===== src/rtl/mod_a_pipe.sv =====
// Elastic valid/ready register pipeline of STAGES stages with flush and occupancy count.
// Optional per-stage parity tracking with sticky error flag: define MOD_A_PIPE_PARITY_EN.
module mod_a_pipe #(
  parameter int                DATA_W     = 8,
  parameter int                STAGES     = 2,
  parameter logic [DATA_W-1:0] RESET_DATA = '0
) (
  input  logic                            clk,
  input  logic                            rst_x,
  input  logic                            i_in_valid,
  input  logic [DATA_W-1:0]               i_in,
  output logic                            o_in_ready,
  output logic                            o_out_valid,
  output logic [DATA_W-1:0]               o_out,
  input  logic                            i_out_ready,
  input  logic                            i_flush,
  output logic [$clog2(STAGES+1)-1:0]     o_count
`ifdef MOD_A_PIPE_PARITY_EN
  ,
  output logic                            o_perr,
  input  logic                            i_perr_inject
`endif
);

  localparam int CNT_W = $clog2(STAGES+1);

  logic [STAGES-1:0] v_reg;
  logic [STAGES-1:0] v_next;
  logic [STAGES-1:0] move;
  logic [STAGES-1:0] load;
  logic [DATA_W-1:0] d_reg [STAGES];
  logic [DATA_W-1:0] d_in  [STAGES];
  logic [CNT_W-1:0]  occ_count;
  logic              in_xfer;

  // A stage can shift forward if the next stage is empty or is itself shifting.
  always_comb begin
    move = '0;
    move[STAGES-1] = v_reg[STAGES-1] & i_out_ready;
    for (int k = STAGES - 2; k >= 0; k--) begin
      move[k] = v_reg[k] & (~v_reg[k+1] | move[k+1]);
    end
  end

  assign o_in_ready = ~i_flush & (~v_reg[0] | move[0]);
  assign in_xfer    = i_in_valid & o_in_ready;

  genvar gi;
  generate
    for (gi = 0; gi < STAGES; gi++) begin : g_stage
      if (gi == 0) begin : g_head
        assign load[gi] = in_xfer;
        assign d_in[gi] = i_in;
      end else begin : g_body
        // Flush freezes data registers, so internal shifts are suppressed too.
        assign load[gi] = move[gi-1] & ~i_flush;
        assign d_in[gi] = d_reg[gi-1];
      end
      assign v_next[gi] = i_flush ? 1'b0 : (load[gi] | (v_reg[gi] & ~move[gi]));
    end
  endgenerate

  always_ff @(posedge clk or negedge rst_x) begin
    if (!rst_x) begin
      v_reg <= '0;
      for (int k = 0; k < STAGES; k++) begin
        d_reg[k] <= RESET_DATA;
      end
    end else begin
      v_reg <= v_next;
      for (int k = 0; k < STAGES; k++) begin
        if (load[k]) begin
          d_reg[k] <= d_in[k];
        end
      end
    end
  end

  always_comb begin
    occ_count = '0;
    for (int k = 0; k < STAGES; k++) begin
      occ_count = occ_count + CNT_W'(v_reg[k]);
    end
  end

  assign o_count     = occ_count;
  assign o_out       = d_reg[STAGES-1];
  assign o_out_valid = v_reg[STAGES-1];

`ifdef MOD_A_PIPE_PARITY_EN
  logic [STAGES-1:0] p_reg;
  logic [STAGES-1:0] p_in;
  logic              perr_reg;
  logic              out_xfer;

  assign out_xfer = v_reg[STAGES-1] & i_out_ready;

  generate
    for (gi = 0; gi < STAGES; gi++) begin : g_par
      if (gi == 0) begin : g_head
        assign p_in[gi] = (^i_in) ^ i_perr_inject;
      end else begin : g_body
        assign p_in[gi] = p_reg[gi-1];
      end
    end
  endgenerate

  always_ff @(posedge clk or negedge rst_x) begin
    if (!rst_x) begin
      p_reg    <= {STAGES{^RESET_DATA}};
      perr_reg <= 1'b0;
    end else begin
      for (int k = 0; k < STAGES; k++) begin
        if (load[k]) begin
          p_reg[k] <= p_in[k];
        end
      end
      if (i_flush) begin
        perr_reg <= 1'b0;
      end else if (out_xfer && ((^d_reg[STAGES-1]) != p_reg[STAGES-1])) begin
        perr_reg <= 1'b1;
      end
    end
  end

  assign o_perr = perr_reg;
`endif

endmodule


===== config.mk =====
export PLATFORM = sky130hd
export DESIGN_NAME = mod_a_pipe
export DESIGN_NICKNAME = d
export VERILOG_FILES = /design/src/rtl/mod_a_pipe.sv
export SDC_FILE = /design/constraint.sdc
export NUM_CORES = 1
export LEC_CHECK = 0
export ABC_CLOCK_PERIOD_IN_PS = 4200
export CORE_ASPECT_RATIO = 0.9
export CORE_UTILIZATION = 25
export DETAILED_ROUTE_END_ITERATION = 6
export SYNTH_ARGS = -nofsm -noshare
export SYNTH_HDL_FRONTEND = slang
export SYNTH_SLANG_ARGS = --single-unit

===== constraint.sdc =====
create_clock -name clk -period 4.2 [get_ports clk]
set_input_delay 1.26 -clock clk [delete_from_list [all_inputs] [get_ports clk]]
set_output_delay 1.26 -clock clk [all_outputs]
set_load 0.05 [all_outputs]

* After elaboration in Yosys (flattened, before gate mapping)
Index checks and enable logic that the tools add are counted.
Storage, ports and cells: flip-flop bits (word level) 18, output and inout bits 12, word-level logic and storage cells 22, input bits 13
Cells by class: muxes and demuxes 2, bitwise operators 16, $add $sub $neg 1
Operator list (number):
- $and A1 B1 Y1 | 7
- $not A1 Y1 | 5
- $or A1 B1 Y1 | 4
- $add A1 B1 Y2 | 1
- $mux W1 | 2

* Depth between registers and ports, before layout
Gate-level depths: netlist (run 1).
word-level depth 8, gate-level depth with buffers 4, depth with buffers taken out 3

* Worst setup path after synthesis (run 1)
Ideal clock, no wire load.
path kind in2out, from in i_out_ready, to out o_in_ready, path buffers 0, required time 2940 ps, stages on the path 2, arrival time 2108 ps, slack 832 ps, cells stage by stage and3b_2 -> nor2_1
On the way: longest elaborated chain between the ends 5
RTL lines:
- from (decl) | RTL line 15 | input logic i_out_ready,
- $and A1 B1 Y1 | RTL line 39 | move[STAGES-1] = v_reg[STAGES-1] & i_out_ready;
- $or A1 B1 Y1 | RTL line 41 | move[k] = v_reg[k] & (~v_reg[k+1] | move[k+1]);
- $and A1 B1 Y1 | RTL line 41
- $or A1 B1 Y1 | RTL line 45 | assign o_in_ready = ~i_flush & (~v_reg[0] | move[0]);
- $and A1 B1 Y1 | RTL line 45
- to (decl) | RTL line 12 | output logic o_in_ready,
Every way passes these cells.

* Final worst setup path (run 1)
Ends and elaborated chain as after synthesis.

==> results of run 1 <==
## path summary, 6_finish.rpt
path / slack [ns] / startpoint / endpoint
worst max-delay path: 0.63 / i_out_ready / o_in_ready
worst min-delay path: 0.52 / d_in[6] / d_in[6]
worst max register to register: 2.44 / v_reg[1] / d_in[7]
worst min register to register: 0.52 / d_in[6] / d_in[6]
max in group asynchronous: 2.28 / rst_x / v_reg[1]
min in group asynchronous: 1.43 / rst_x / d_in[5]
## layout by cell type, fill, tap and decap left out
cell type         n
mux2_2            8
nor3b_2           1
mux2_4            8
or3b_1            1
clkdlybuf4s50_1  23
and2b_1           1
nor2_1            5
clkbuf_4          3
and3b_2           1
ha_1              1
buf_12            1
clkbuf_8          1
dfrtp_1          18
## final cells by class
cell class | instances | area, um^2
fill | 296 | 1730
tap | 40 | 50.0
multi-input combinational | 26 | 280
sequential | 18 | 450
timing repair buffer | 24 | 250
clock buffer | 4 | 36.3
## worst max-delay path, delay by kind of cell
family	cells	cell delay, ns
simple gates	2	0.40
buf+inv	2	0.65
## logic make-up after synthesis
| family | after synthesis | share of synthesized area |
|---|---|---|
| flip-flops | 18 | 0.607 |
| multiplexers | 16 | 0.283 |
| AND/OR/NAND/NOR | 9 | 0.0776 |
| buffers and inverters | 1 | 0.0152 |
| adder cells (fa/ha/maj) | 1 | 0.0169 |
## metrics by stage
stage                     worst slack, ns  hold WS, ns  power, uW
after floorplan                     0.832        0.476        367
after global placement              0.662        0.487        440
after detailed placement            0.640        0.493        443
after CTS                           0.629        0.520        551
after global routing                0.562        0.532        569
final                               0.631        0.515        542
## per-layer routing
metal	wire, um	part of all wire	global-route usage	vias up
met4	19	0.014	0.0357	0
met1	640	0.47	0.121	221
met2	690	0.50	0.176	10
li1	-	-	-	210
met3	22	0.016	0.0433	2
met5	0	0	0	-
## power by group
part           internal, uW  switching [uW]
Clock                  52.7            50.4
Sequential              209            17.8
Combinational          89.1             123
==> results.py, run 1 <==
metrics = {
    "outcome": {
        "status": "complete, no violations",
    },
    "synth": {
        "yosysWarnings": 0,
        "synth.area.top_cells": "dfrtp_1 (61%), mux2_4 (16%), mux2_2 (12%)",
        "ys_seq_area_frac": 0.607,
        "synth_top_flop_cell": "dfrtp_1",
        "yosys.area.top_type": "dfrtp_1",
        "synth_edf_count": 0,
        "synth_seq_cells": 18,
        "syn_area_um2": 742,
        "yosysTopAreaCellShare": 0.607,
        "avgSynthCellArea_um2": 16.5,
        "synthArstFlopShare": 1.00,
        "syn-num-nets": 59,
        "synthTopCellsByCount": "dfrtp_1 (18), mux2_2 (8), mux2_4 (8)",
        "netlist_instances": 45,
        "ys_types": 10,
        "yosysMostFrequentCell": "dfrtp_1",
    },
    "critical_path": {
        "crit_chain": "clkdlybuf4s50_1 > and3b_2 > nor2_1 > buf_12",
        "cp.required_ns": 2.94,
        "slowest_stage": "clkdlybuf4s50_1",
        "critical_path_class": "in -> out",
        "cp-end-kind": "output port",
        "arrival_ns": 2.31,
        "slowest_delay_ns": 0.48,
        "path_max_fanout": 3,
        "startpoint_type": "primary input",
        "worstRegToRegCells": 3,
    },
    "grt": {
        "track_usage": 0.105,
        "grt-ovfl-total": 0,
        "grt_pass1_vias": 499,
        "grt_pass1_wl_um": 2350,
        "grt_max_degree": 19,
        "antenna_found_initial": 0,
    },
    "floorplanning": {
        "fp.dieH_um": 53.7,
        "initial_core_util": 0.266,
        "dieArea_um2": 3190,
        "coreArea_um2": 2790,
        "die_w_um": 59.4,
        "ios": 25,
        "rows": 18,
    },
    "sta": {
        "maxSlewViolCount": 0,
        "hold_violations": 0,
        "fin_crit_sh": 0.850,
        "rsz0062_at_grt": "false",
        "finalCriticalPeriod_ns": 3.57,
        "setup_viol": 0,
        "max-slew-margin-rel": 0.465,
        "finalSetupTns_ns": 0,
        "max_freq_mhz": 280,
        "worst_slew_pin_slew_ns": 0.801,
        "skew_ns": 0.00150,
    },
    "clock_network": {
        "cts_tree": "built",
        "h-tree-depth": 1,
        "cts_resized": 0,
        "clockRootBuffer": "clkbuf_4",
        "cts_setup_buffers": 0,
        "worstSkewPairLatency_ns": 0.28,
        "hold_buffers": 0,
        "path_clk_slew_ns": 0.10,
        "cts.sinks": 18,
        "cts_buffers": 3,
        "clock_tree.buffer_depth": 2,
    },
    "placement": {
        "dpl-instance-area_um2": 1030,
        "port_buffers": 24,
        "dp.cells": 108,
        "dp_hpwl_um": 964,
        "place_congestion": 0.733,
    },
    "cells_and_area": {
        "finalNonFillerCells": 112,
        "nNetsFinal": 87,
        "areaGrowthSynthToFinish_pct": 43.8,
        "num_antenna_cells": 0,
        "drive_above_1_share": 0.319,
        "finalCoreUtilization": 0.382,
        "stdcell_area_um2": 1070,
    },
    "drt": {
        "wl_per_cell_um": 12.3,
        "vias": 443,
        "routed_wl_um": 1370,
        "via_per_inst": 3.96,
        "firstDrtPassIters": 3,
        "drc": 0,
        "drt_iter0_markers": 4,
        "ant_nets": 0,
    },
    "power": {
        "power_density_nw_per_um2": 507,
        "vdd_drop_max_mv": 0.217,
        "leakagePower_uw": 0.000475,
    },
    "min_path": {
        "whs_path_depth": 1,
        "hold_path_class": "reg -> reg",
    },
    "flow_run": {
        "maxCapViolCount": 0,
    },
}
Note: power is estimated with default switching activity, not from simulation.
==> run 2, diff against run 1 <==
ABC_CLOCK_PERIOD_IN_PS = 2900   (was 4200)
clock period = 2.9 ns   (was 4.2 ns; I/O delays follow)
==> results.py, run 2 (synthesized netlist as in run 1, its figures left out) <==
metrics = {
    "outcome": {
        "status": "complete, no violations",
    },
    "drt": {
        "via_per_inst": 4.05,
        "wl_per_cell_um": 11.5,
        "firstDrtPassIters": 2,
        "ant_nets": 0,
        "drc": 0,
        "routed_wl_um": 1300,
        "vias": 458,
        "drt_iter0_markers": 10,
    },
    "clock_network": {
        "cts.sinks": 18,
        "cts_buffers": 3,
        "h-tree-depth": 1,
        "clockRootBuffer": "clkbuf_4",
        "cts_resized": 0,
        "path_clk_slew_ns": 0.10,
        "hold_buffers": 0,
        "clock_tree.buffer_depth": 2,
        "cts_tree": "built",
        "worstSkewPairLatency_ns": 0.29,
        "cts_setup_buffers": 0,
    },
    "grt": {
        "grt_busiest_layer": "met2",
        "grt-ovfl-total": 0,
        "grt_pass1_wl_um": 2070,
        "grtUsageMet1": 0.0830,
        "grtUsageMet3": 0.0361,
        "grt_pass1_vias": 481,
        "grtUsageMet2": 0.180,
        "grt_max_degree": 19,
        "track_usage": 0.0942,
        "antenna_found_initial": 0,
    },
    "sta": {
        "hold_violations": 0,
        "worst_slew_pin_slew_ns": 0.816,
        "fin_crit_sh": 0.962,
        "maxSlewViolCount": 0,
        "skew_ns": 0.00632,
        "finalSetupTns_ns": 0,
        "rsz0062_at_grt": "false",
        "setup_viol": 0,
        "max-slew-margin-rel": 0.455,
        "max_freq_mhz": 358,
        "finalCriticalPeriod_ns": 2.79,
    },
    "critical_path": {
        "startpoint_type": "primary input",
        "arrival_ns": 1.92,
        "path_max_fanout": 3,
        "cp-end-kind": "output port",
        "crit_path_start": "i_out_ready",
        "critical_path_class": "in -> out",
        "worstRegToRegCells": 3,
        "reg2reg_from": "v_reg[0]",
        "cp.required_ns": 2.03,
    },
    "cells_and_area": {
        "nNetsFinal": 88,
        "finalCoreUtilization": 0.385,
        "layout_commonest_cell": "clkdlybuf4s50_1",
        "areaGrowthSynthToFinish_pct": 44.9,
        "num_antenna_cells": 0,
        "fill_cells": 295,
        "layout_common_cells": "clkdlybuf4s50_1 (23), dfrtp_1 (18), mux2_2 (8), mux2_4 (8), nor2_1 (5)",
        "drive_above_1_share": 0.329,
    },
    "power": {
        "seqPwrFrac": 0.419,
        "power_density_nw_per_um2": 729,
        "p_clk_frac": 0.190,
        "combPwrFrac": 0.391,
        "leakagePower_uw": 0.000480,
        "vdd_drop_max_mv": 0.374,
        "switchingPower_uw": 274,
        "power.internal_uw": 509,
        "power_switching_share": 0.350,
    },
    "min_path": {
        "min_from": "o_out[2]",
        "whs_path_depth": 1,
        "hold_path_class": "reg -> reg",
    },
    "floorplanning": {
        "coreArea_um2": 2790,
        "fp.dieH_um": 53.7,
        "die_w_um": 59.4,
        "ios": 25,
        "rows": 18,
        "dieArea_um2": 3190,
        "initial_core_util": 0.266,
    },
    "placement": {
        "dp_hpwl_um": 935,
        "port_buffers": 24,
        "place_congestion": 0.726,
    },
    "flow_run": {
        "maxCapViolCount": 0,
    },
}
==> run 2: changes by cell type in the layout (fill, tap and decap cells not counted) <==
cell	change
buf_4	+1
==> run 2: path summary, 6_finish.rpt <==
path	slack, ns	to
max reg2reg	1.16	d_in[0]
min in group asynchronous	1.04	d_in[1]
min	0.51	o_out[2]
max	0.11	o_in_ready
min reg2reg	0.51	o_out[2]
max in group asynchronous	1.35	o_out[7]
==> run 2: critical path: stages <==
cell	delay, ns
clkdlybuf4s50_1	0.47
and3b_2	0.22
nor2_1	0.19
buf_12	0.17
==> run 2: layout make-up <==
type	count	area [um^2]	area share
Multi-Input combinational cell	26	280	0.261
Timing Repair Buffer	25	258	0.240
Sequential cell	18	450	0.419
Tap cell	40	50.0	0.0466
Clock buffer	4	36.3	0.0338
==> run 2: power groups by stage <==
stage / Clock, uW / Sequential (uW) / Combinational [uW]
after floorplan: 0 / 454 / 77.8
after global placement: 0 / 331 / 307
after detailed placement: 0 / 333 / 309
after CTS: 159 / 329 / 310
after global routing: 165 / 333 / 318
final: 149 / 328 / 306
==> run 2: stage by stage <==
| stage | instances | area, um^2 | hold WS [ns] | setup slack, ns | power [uW] |
|---|---|---|---|---|---|
| 2_1_floorplan | 45 | 742 | 0.476 | 0.312 | 532 |
| 3_3_place_gp | 109 | 1040 | 0.487 | 0.143 | 638 |
| 3_5_place_dp | 109 | 1040 | 0.492 | 0.125 | 642 |
| 4_1_cts | 113 | 1070 | 0.518 | 0.116 | 797 |
| 5_1_grt | 113 | 1070 | 0.521 | 0.0514 | 817 |
| 6_report | 113 | 1070 | 0.513 | 0.110 | 783 |
==> run 2: layer usage <==
| metal | part of all wire | wire length [um] |
|---|---|---|
| met4 | 0.015 | 19 |
| met3 | 0.042 | 54 |
| met5 | 0 | 0 |
| met2 | 0.52 | 678 |
| met1 | 0.42 | 542 |
